**src/rtl/result_sender.sv**
```systemverilog
// result_sender: streams a result vector out of a read buffer, one byte per element, through a
// UART transmitter handshake (TX_START / TX_BUSY).
// Optional feature macro FRAME_HEADER_EN: wraps every non-empty frame with a 0xFE header byte
// and a 0xEF tail byte, so a frame is size+2 bytes. Undefined (default): frames are size bytes.
module result_sender #(
   parameter int unsigned DATA_W = 8,
   parameter int unsigned SIZE_W = 4
) (
   input  logic              clk,
   input  logic              rst,
   input  logic              SIZE_M_EN,
   input  logic [7:0]        REC_DATA,
   input  logic              START,
   input  logic              CLEAR,
   input  logic [DATA_W-1:0] RD_DATA,
   input  logic              TX_BUSY,
   output logic [SIZE_W-1:0] RD_ADDR,
   output logic              RD_EN,
   output logic [DATA_W-1:0] TX_DATA,
   output logic              TX_START,
   output logic              BUSY,
   output logic              DONE
);

`ifdef FRAME_HEADER_EN
   typedef enum logic [2:0] {
      StIdle, StRead, StLatch, StSend, StWaitTx, StFinish, StHeader, StTail
   } state_e;
   // What the byte in flight belongs to, so WAIT_TX knows where to go next.
   typedef enum logic [1:0] {KData, KHead, KTail} kind_e;
   kind_e kind_q, kind_d;
`else
   typedef enum logic [2:0] {
      StIdle, StRead, StLatch, StSend, StWaitTx, StFinish
   } state_e;
`endif

   localparam logic [SIZE_W-1:0] IdxOne = SIZE_W'(1);

   state_e            state_q, state_d;
   logic [SIZE_W-1:0] idx_q, idx_d;
   logic [SIZE_W-1:0] size_q, size_d;
   logic [SIZE_W-1:0] rd_addr_q, rd_addr_d;
   logic [DATA_W-1:0] tx_data_q, tx_data_d;
   logic              first_q, first_d;   // first WAIT_TX cycle, TX_BUSY not yet valid
   logic              done_q, done_d;
   logic              unused_rec;

   assign unused_rec = ^REC_DATA[7:SIZE_W];

   // Read index is driven live during READ and holds its last value otherwise.
   assign RD_ADDR = RD_EN ? idx_q : rd_addr_q;
   assign TX_DATA = tx_data_q;
   assign BUSY    = (state_q != StIdle);
   assign DONE    = done_q;

   // Next-state, datapath updates and strobe outputs; CLEAR overrides everything.
   always_comb begin
      state_d   = state_q;
      idx_d     = idx_q;
      size_d    = size_q;
      rd_addr_d = rd_addr_q;
      tx_data_d = tx_data_q;
      first_d   = 1'b0;
      done_d    = 1'b0;
      RD_EN     = 1'b0;
      TX_START  = 1'b0;
`ifdef FRAME_HEADER_EN
      kind_d    = kind_q;
`endif
      if (CLEAR) begin
         state_d   = StIdle;
         idx_d     = '0;
         size_d    = '0;
         tx_data_d = '0;
`ifdef FRAME_HEADER_EN
         kind_d    = KData;
`endif
      end else begin
         unique case (state_q)
            StIdle: begin
               if (SIZE_M_EN) size_d = REC_DATA[SIZE_W-1:0];
               if (START) begin
                  idx_d = '0;
                  if (size_q == '0) begin
                     state_d = StFinish;
                  end else begin
`ifdef FRAME_HEADER_EN
                     state_d = StHeader;
`else
                     state_d = StRead;
`endif
                  end
               end
            end
            StRead: begin
               RD_EN     = 1'b1;
               rd_addr_d = idx_q;
               state_d   = StLatch;
            end
            StLatch: begin
               tx_data_d = RD_DATA;
               state_d   = StSend;
            end
            StSend: begin
               if (!TX_BUSY) begin
                  TX_START = 1'b1;
                  first_d  = 1'b1;
                  state_d  = StWaitTx;
               end
            end
            StWaitTx: begin
               if (!first_q && !TX_BUSY) begin
`ifdef FRAME_HEADER_EN
                  if (kind_q == KHead) begin
                     kind_d  = KData;
                     state_d = StRead;
                  end else if (kind_q == KTail) begin
                     kind_d  = KData;
                     state_d = StFinish;
                  end else
`endif
                  if (idx_q == size_q - IdxOne) begin
                     idx_d = '0;
`ifdef FRAME_HEADER_EN
                     state_d = StTail;
`else
                     state_d = StFinish;
`endif
                  end else begin
                     idx_d   = idx_q + IdxOne;
                     state_d = StRead;
                  end
               end
            end
            StFinish: begin
               done_d  = 1'b1;
               state_d = StIdle;
            end
`ifdef FRAME_HEADER_EN
            StHeader: begin
               tx_data_d = DATA_W'(8'hFE);
               kind_d    = KHead;
               state_d   = StSend;
            end
            StTail: begin
               tx_data_d = DATA_W'(8'hEF);
               kind_d    = KTail;
               state_d   = StSend;
            end
`endif
            default: state_d = StIdle;
         endcase
      end
   end

   // State and datapath registers.
   always_ff @(posedge clk or negedge rst) begin
      if (!rst) begin
         state_q   <= StIdle;
         idx_q     <= '0;
         size_q    <= '0;
         rd_addr_q <= '0;
         tx_data_q <= '0;
         first_q   <= 1'b0;
         done_q    <= 1'b0;
`ifdef FRAME_HEADER_EN
         kind_q    <= KData;
`endif
      end else begin
         state_q   <= state_d;
         idx_q     <= idx_d;
         size_q    <= size_d;
         rd_addr_q <= rd_addr_d;
         tx_data_q <= tx_data_d;
         first_q   <= first_d;
         done_q    <= done_d;
`ifdef FRAME_HEADER_EN
         kind_q    <= kind_d;
`endif
      end
   end

endmodule

```
**config.mk**
```make
export PLATFORM = sky130hd
export DESIGN_NAME = result_sender
export DESIGN_NICKNAME = d
export VERILOG_FILES = /design/src/rtl/result_sender.sv
export SDC_FILE = /design/constraint.sdc
export NUM_CORES = 1
export LEC_CHECK = 0
export BUFFER_PORTS_ARGS = -buffer_cell sky130_fd_sc_hd__buf_2
export CORE_ASPECT_RATIO = 1.5
export CORE_MARGIN = 2
export CORE_UTILIZATION = 51
export CTS_CLUSTER_DIAMETER = 60
export DETAILED_ROUTE_END_ITERATION = 10
export PLACE_DENSITY = 0.79
export SYNTH_ARGS = -nofsm -noshare
export SYNTH_HDL_FRONTEND = slang
export SYNTH_SLANG_ARGS = --single-unit
```
**constraint.sdc**
```tcl
create_clock -name clk -period 2.32 [get_ports clk]
set_clock_uncertainty 0.15 [all_clocks]
set_input_delay 0.348 -clock clk [delete_from_list [all_inputs] [get_ports clk]]
set_output_delay 0.348 -clock clk [all_outputs]
set_load 0.005 [all_outputs]
```
After elaboration in Yosys (flattened, before gate mapping)
Index checks and enable logic that the tools add are counted.

storage, ports and cells
  input port bits = 22
  output and inout port bits = 16
  register bits after elaboration = 25

cells by class
  eq/ne operators = 9
  $add $sub $neg = 2
  reduce and logical (&&, ||, !) cells = 14
  bitwise logic cells = 1
  muxes and demuxes = 25

operator list
  kind                                                                    count
  4-bit 2-to-1 mux                                                        8
  3-bit 2-to-1 mux                                                        6
  8-bit 2-to-1 mux                                                        2
  3-bit case mux with 5 select lines                                      1
  3-bit != test (second input constant)                                   3
  4-bit case mux with 2 select lines                                      1
  1-bit 2-to-1 mux                                                        7
  3-bit by 2-bit equality test with 1-bit output (second input constant)  2
  3-bit equality test (second input constant)                             2
  3-bit AND reduction                                                     2
  2-bit nonzero test                                                      3
  3-bit nonzero test                                                      2
  4-bit by 1-bit adder with 4-bit output (second input constant)          1
  4-bit equality test                                                     1
  4-bit logical NOT                                                       1
  2-bit AND reduction                                                     2
  4-bit by 1-bit subtractor with 4-bit output (second input constant)     1
  3-bit by 1-bit equality test with 1-bit output (second input constant)  1
  3-bit logical NOT                                                       1
  1-bit logical NOT                                                       2
  1-bit logical AND                                                       1
  1-bit inverter                                                          1

Longest topological paths before layout
  depth in word-level cells = 6
  mapped depth = 6

Least setup slack after synthesis
OpenSTA, ideal clock, no wires.

  kind = input to output
  start point = input CLEAR
  end point = output RD_ADDR[0]
  path slack = 0.469 ns
  data arrival time = 1.353 ns
  stages on the path = 3
  cell sequence = clkbuf_1 -> nor4_4 -> mux2_2

on the way
  word-level cells in the longest chain between the ends = 2

ends and longest elaborated chain
  what                line  source
  start: declaration  14    input logic CLEAR,
  1-bit 2-to-1 mux    71    if (CLEAR) begin
  via RD_EN           18    output logic RD_EN,
  4-bit 2-to-1 mux    52    assign RD_ADDR = RD_EN ? idx_q : rd_addr_q;
  end: declaration    17    output logic [SIZE_W-1:0] RD_ADDR,

The timed path passes the listed nets, and every way through them passes these cells.

Worst setup path in the final report
  start point = register state_q[1]
  end point = output RD_ADDR[1]

on the way
  word-level cells in the longest chain between the ends = 4

ends and longest elaborated chain
  what                                            line  source
  start: declaration                              40    state_e state_q, state_d;
  start signal: assignment                        160   state_q <= StIdle;
  start signal: assignment                        171   state_q <= state_d;
  3-bit by 1-bit equality test with 1-bit output  80    unique case (state_q)
  1-bit 2-to-1 mux                                80
  1-bit 2-to-1 mux                                71
  4-bit 2-to-1 mux                                52

No other way between the ends.

==> reports/qor.yml <==
status: "completed"
tightest_slew_ns: 0.547
synth.area.mux_share_pct: 11.0
final_util_pct: 64.2
area_growth_pct: 18.9
critPathMaxStageDelay_ns: 0.48
cpLargestDelayFamily: "flip-flops"
first_pass_iters: 4
num-fill-cells: 186
dr.first_iter.drc_count: 52
synth_area_um2: 1320
core_area_um2: 2450
timing.final.ws_setup_ns: 0.100
setup_tns_ns: 0
path_cells: "nor4_4, buf_4, mux2_2, buf_2"
clk_latency_ns: 0.32
stdcell_count: 187
p_int_mw: 0.813
syn_avg_cell_area_um2: 10.7
clockBufferDepth: 2
synthCells: 124
critPathBufInv: 2
die_y_um: 66.4
final-setup-viol-count: 0
switchingPower_mw: 0.458
yosys.cell_types.count: 39
mostFrequentLayoutCells: "33 x buf_2, 23 x dfrtp_1, 22 x nor2_1, 10 x mux2i_1"
critical_path_arrival_ns: 1.72
portBuffers: 33
seq_area_frac_synth_pct: 47.3
startpoint_type: "flop"
dieArea_um2: 3020
grt_max_degree: 26
cts_tree: "done"
start_util_pct: 54.0
ir_drop_v: 0.000571
slowest_stage: "dfrtp_2"
cts.sinks: 25
rsz0062_at_grt: "no"
gr-usage-all-layers_pct: 21.4
num_vias: 1064
switching_share_pct: 36.0
diodes: 0
place.gp.congestion: 0.766
nets: 188
synth_adder_area_share_pct: 1.89
maxSlewViolCount: 0
fp.dieW_um: 45.6
io_pins: 38
worst-setup-path-type: "reg2out"
clk_pin_slew_ns: 0.13
hold_class: "in2reg"
grt_pass1_wl_um: 4660
synth_ff_type: "dfrtp_1"
antenna_found_initial: 0
drv_cap: 0
seqPwrFrac_pct: 45.7
drc: 0
vias_per_cell: 5.69
pwr-share-comb_pct: 39.0
cts_buffers: 3
routed_wirelength_um: 2760
grt_pass1_vias: 1077
syn_nets: 148
synth_top_family_by_area: "simple AND/OR/NAND/NOR gates"
drive_gt1_share_pct: 33.7
synth_edf_count: 0
slew-limit-headroom_pct: 63.5
fmax_mhz: 450
final-hold-violation-count: 0
p_clk_share_pct: 15.2
fp-row-count: 22
final_common_cell: "buf_2"
grt_overflow: 0
dp_hpwl_um: 2080
synth_compound_area_share_pct: 9.27
power-per-cell-area_nw_per_um2: 808
ys_warn_count: 0
dpl.cell_count: 178
synth-xor-area-share_pct: 5.68
critical_path_required_ns: 1.82
period_minus_slack_ns: 2.22
ant_nets: 0
end_kind: "output pin"
drt-wirelength-per-cell_um: 14.8
place_ws_ns: 0.311
clock_tree.root_cell: "clkbuf_4"
synth-simple-area-share_pct: 20.7
htree_levels: 1
async_flop_share_pct: 100
fin_crit_sh_pct: 95.7
leakagePower_nw: 0.806
ys_ff_latch: 25
cp_max_fo: 7
-- stage by stage --
stage | total power, mW | hold slack, ns | cell area [um^2]
floorplan | 0.932 | -0.0976 | 1320
global placement | 1.03 | 0.210 | 1500
detailed placement | 1.06 | 0.224 | 1500
CTS | 1.26 | 0.115 | 1550
global route | 1.36 | 0.103 | 1570
finish | 1.27 | 0.116 | 1570
-- final timing paths --
path / from / end / slack, ns / depth (start not counted)
worst min register to register: rd_addr_q[3] / rd_addr_q[3] / 0.36 / 1
worst max-delay path: state_q[1] / RD_ADDR[1] / 0.10 / 4
worst min-delay path: REC_DATA[1] / size_q[1] / 0.12 / 3
worst max register to register: state_q[1] / state_q[2] / 0.40 / 5
min in group asynchronous: rst / DONE / 0.38 / 2
max in group asynchronous: rst / state_q[1] / 1.25 / 2
-- metal layers --
layer  up-vias  track usage (%)  share of wire (%)
li1        516                -                  -
met1       500             25.3                 40
met3         6             1.91                6.2
met5         -                0                  0
met4         0             11.0                2.3
met2        42             36.6                 52
-- cell type report --
| type | instances | area [um^2] | share of cell area [%] |
|---|---|---|---|
| clock buffer | 4 | 26.3 | 1.67 |
| inverter | 5 | 18.8 | 1.19 |
| multi-input combinational | 88 | 642 | 40.8 |
| sequential | 25 | 628 | 39.9 |
| tap | 24 | 30.0 | 1.91 |
| timing repair buffer | 41 | 228 | 14.5 |
-- synthesized netlist by cell type, types with 2 or more instances --
cell	n	share of area, %
nor4_1	2	0.95
dfrtp_1	25	47
nor2_1	22	6.2
o21ai_1	2	0.76
nor2b_1	2	0.95
xnor2_1	2	1.3
nor3b_1	2	1.1
inv_1	5	1.4
mux2i_1	10	7.6
buf_2	2	0.76
mux2_2	4	3.4
and3_1	2	0.95
a21oi_1	4	1.5
nand2_1	4	1.1
nand3_1	7	2.6
ha_1	2	1.9
xor2_1	4	2.6
clkbuf_1	2	0.57
-- flip-flops by register name (all words and copies together), names as in the netlist --
signal and count:
rd_addr_q 4, state_q 3, first_q 1, idx_q 4, DONE 1, TX_DATA 8, size_q 4
-- power by group through the flow --
stage	Clock, mW	Combinational, mW	Sequential (mW)
floorplan	0	0.384	0.548
global placement	0	0.448	0.586
detailed placement	0	0.466	0.593
CTS	0.202	0.474	0.584
global route	0.216	0.552	0.593
finish	0.193	0.496	0.581
-- cell families (layout without fill, tap and decap cells) --
logic type,count (synthesis),after routing
AO/OA/AOI/OAI,16,16
flip-flops,25,25
XOR/XNOR,7,7
multiplexers,14,14
buffers and inverters,11,50
AND/OR/NAND/NOR,49,49
adder cells (fa/ha/maj),2,2
-- worst reg2reg max path, stage by stage (launching register included) --
cell and delay [ns]:
dfrtp_2 0.48, buf_4 0.16, nor2_1 0.25, nand3_1 0.13
a2111oi_0 0.52, a211o_1 0.17
-- repair_timing --
item,in CTS,in global routing
buffers inserted,1,3
pin swaps,1,0
hold buffers,1,0
gates resized for setup,1,1
endpoints found under the setup margin,4,4
hold endpoints to repair,25,0
Note: power is estimated with default switching activity, not from simulation.
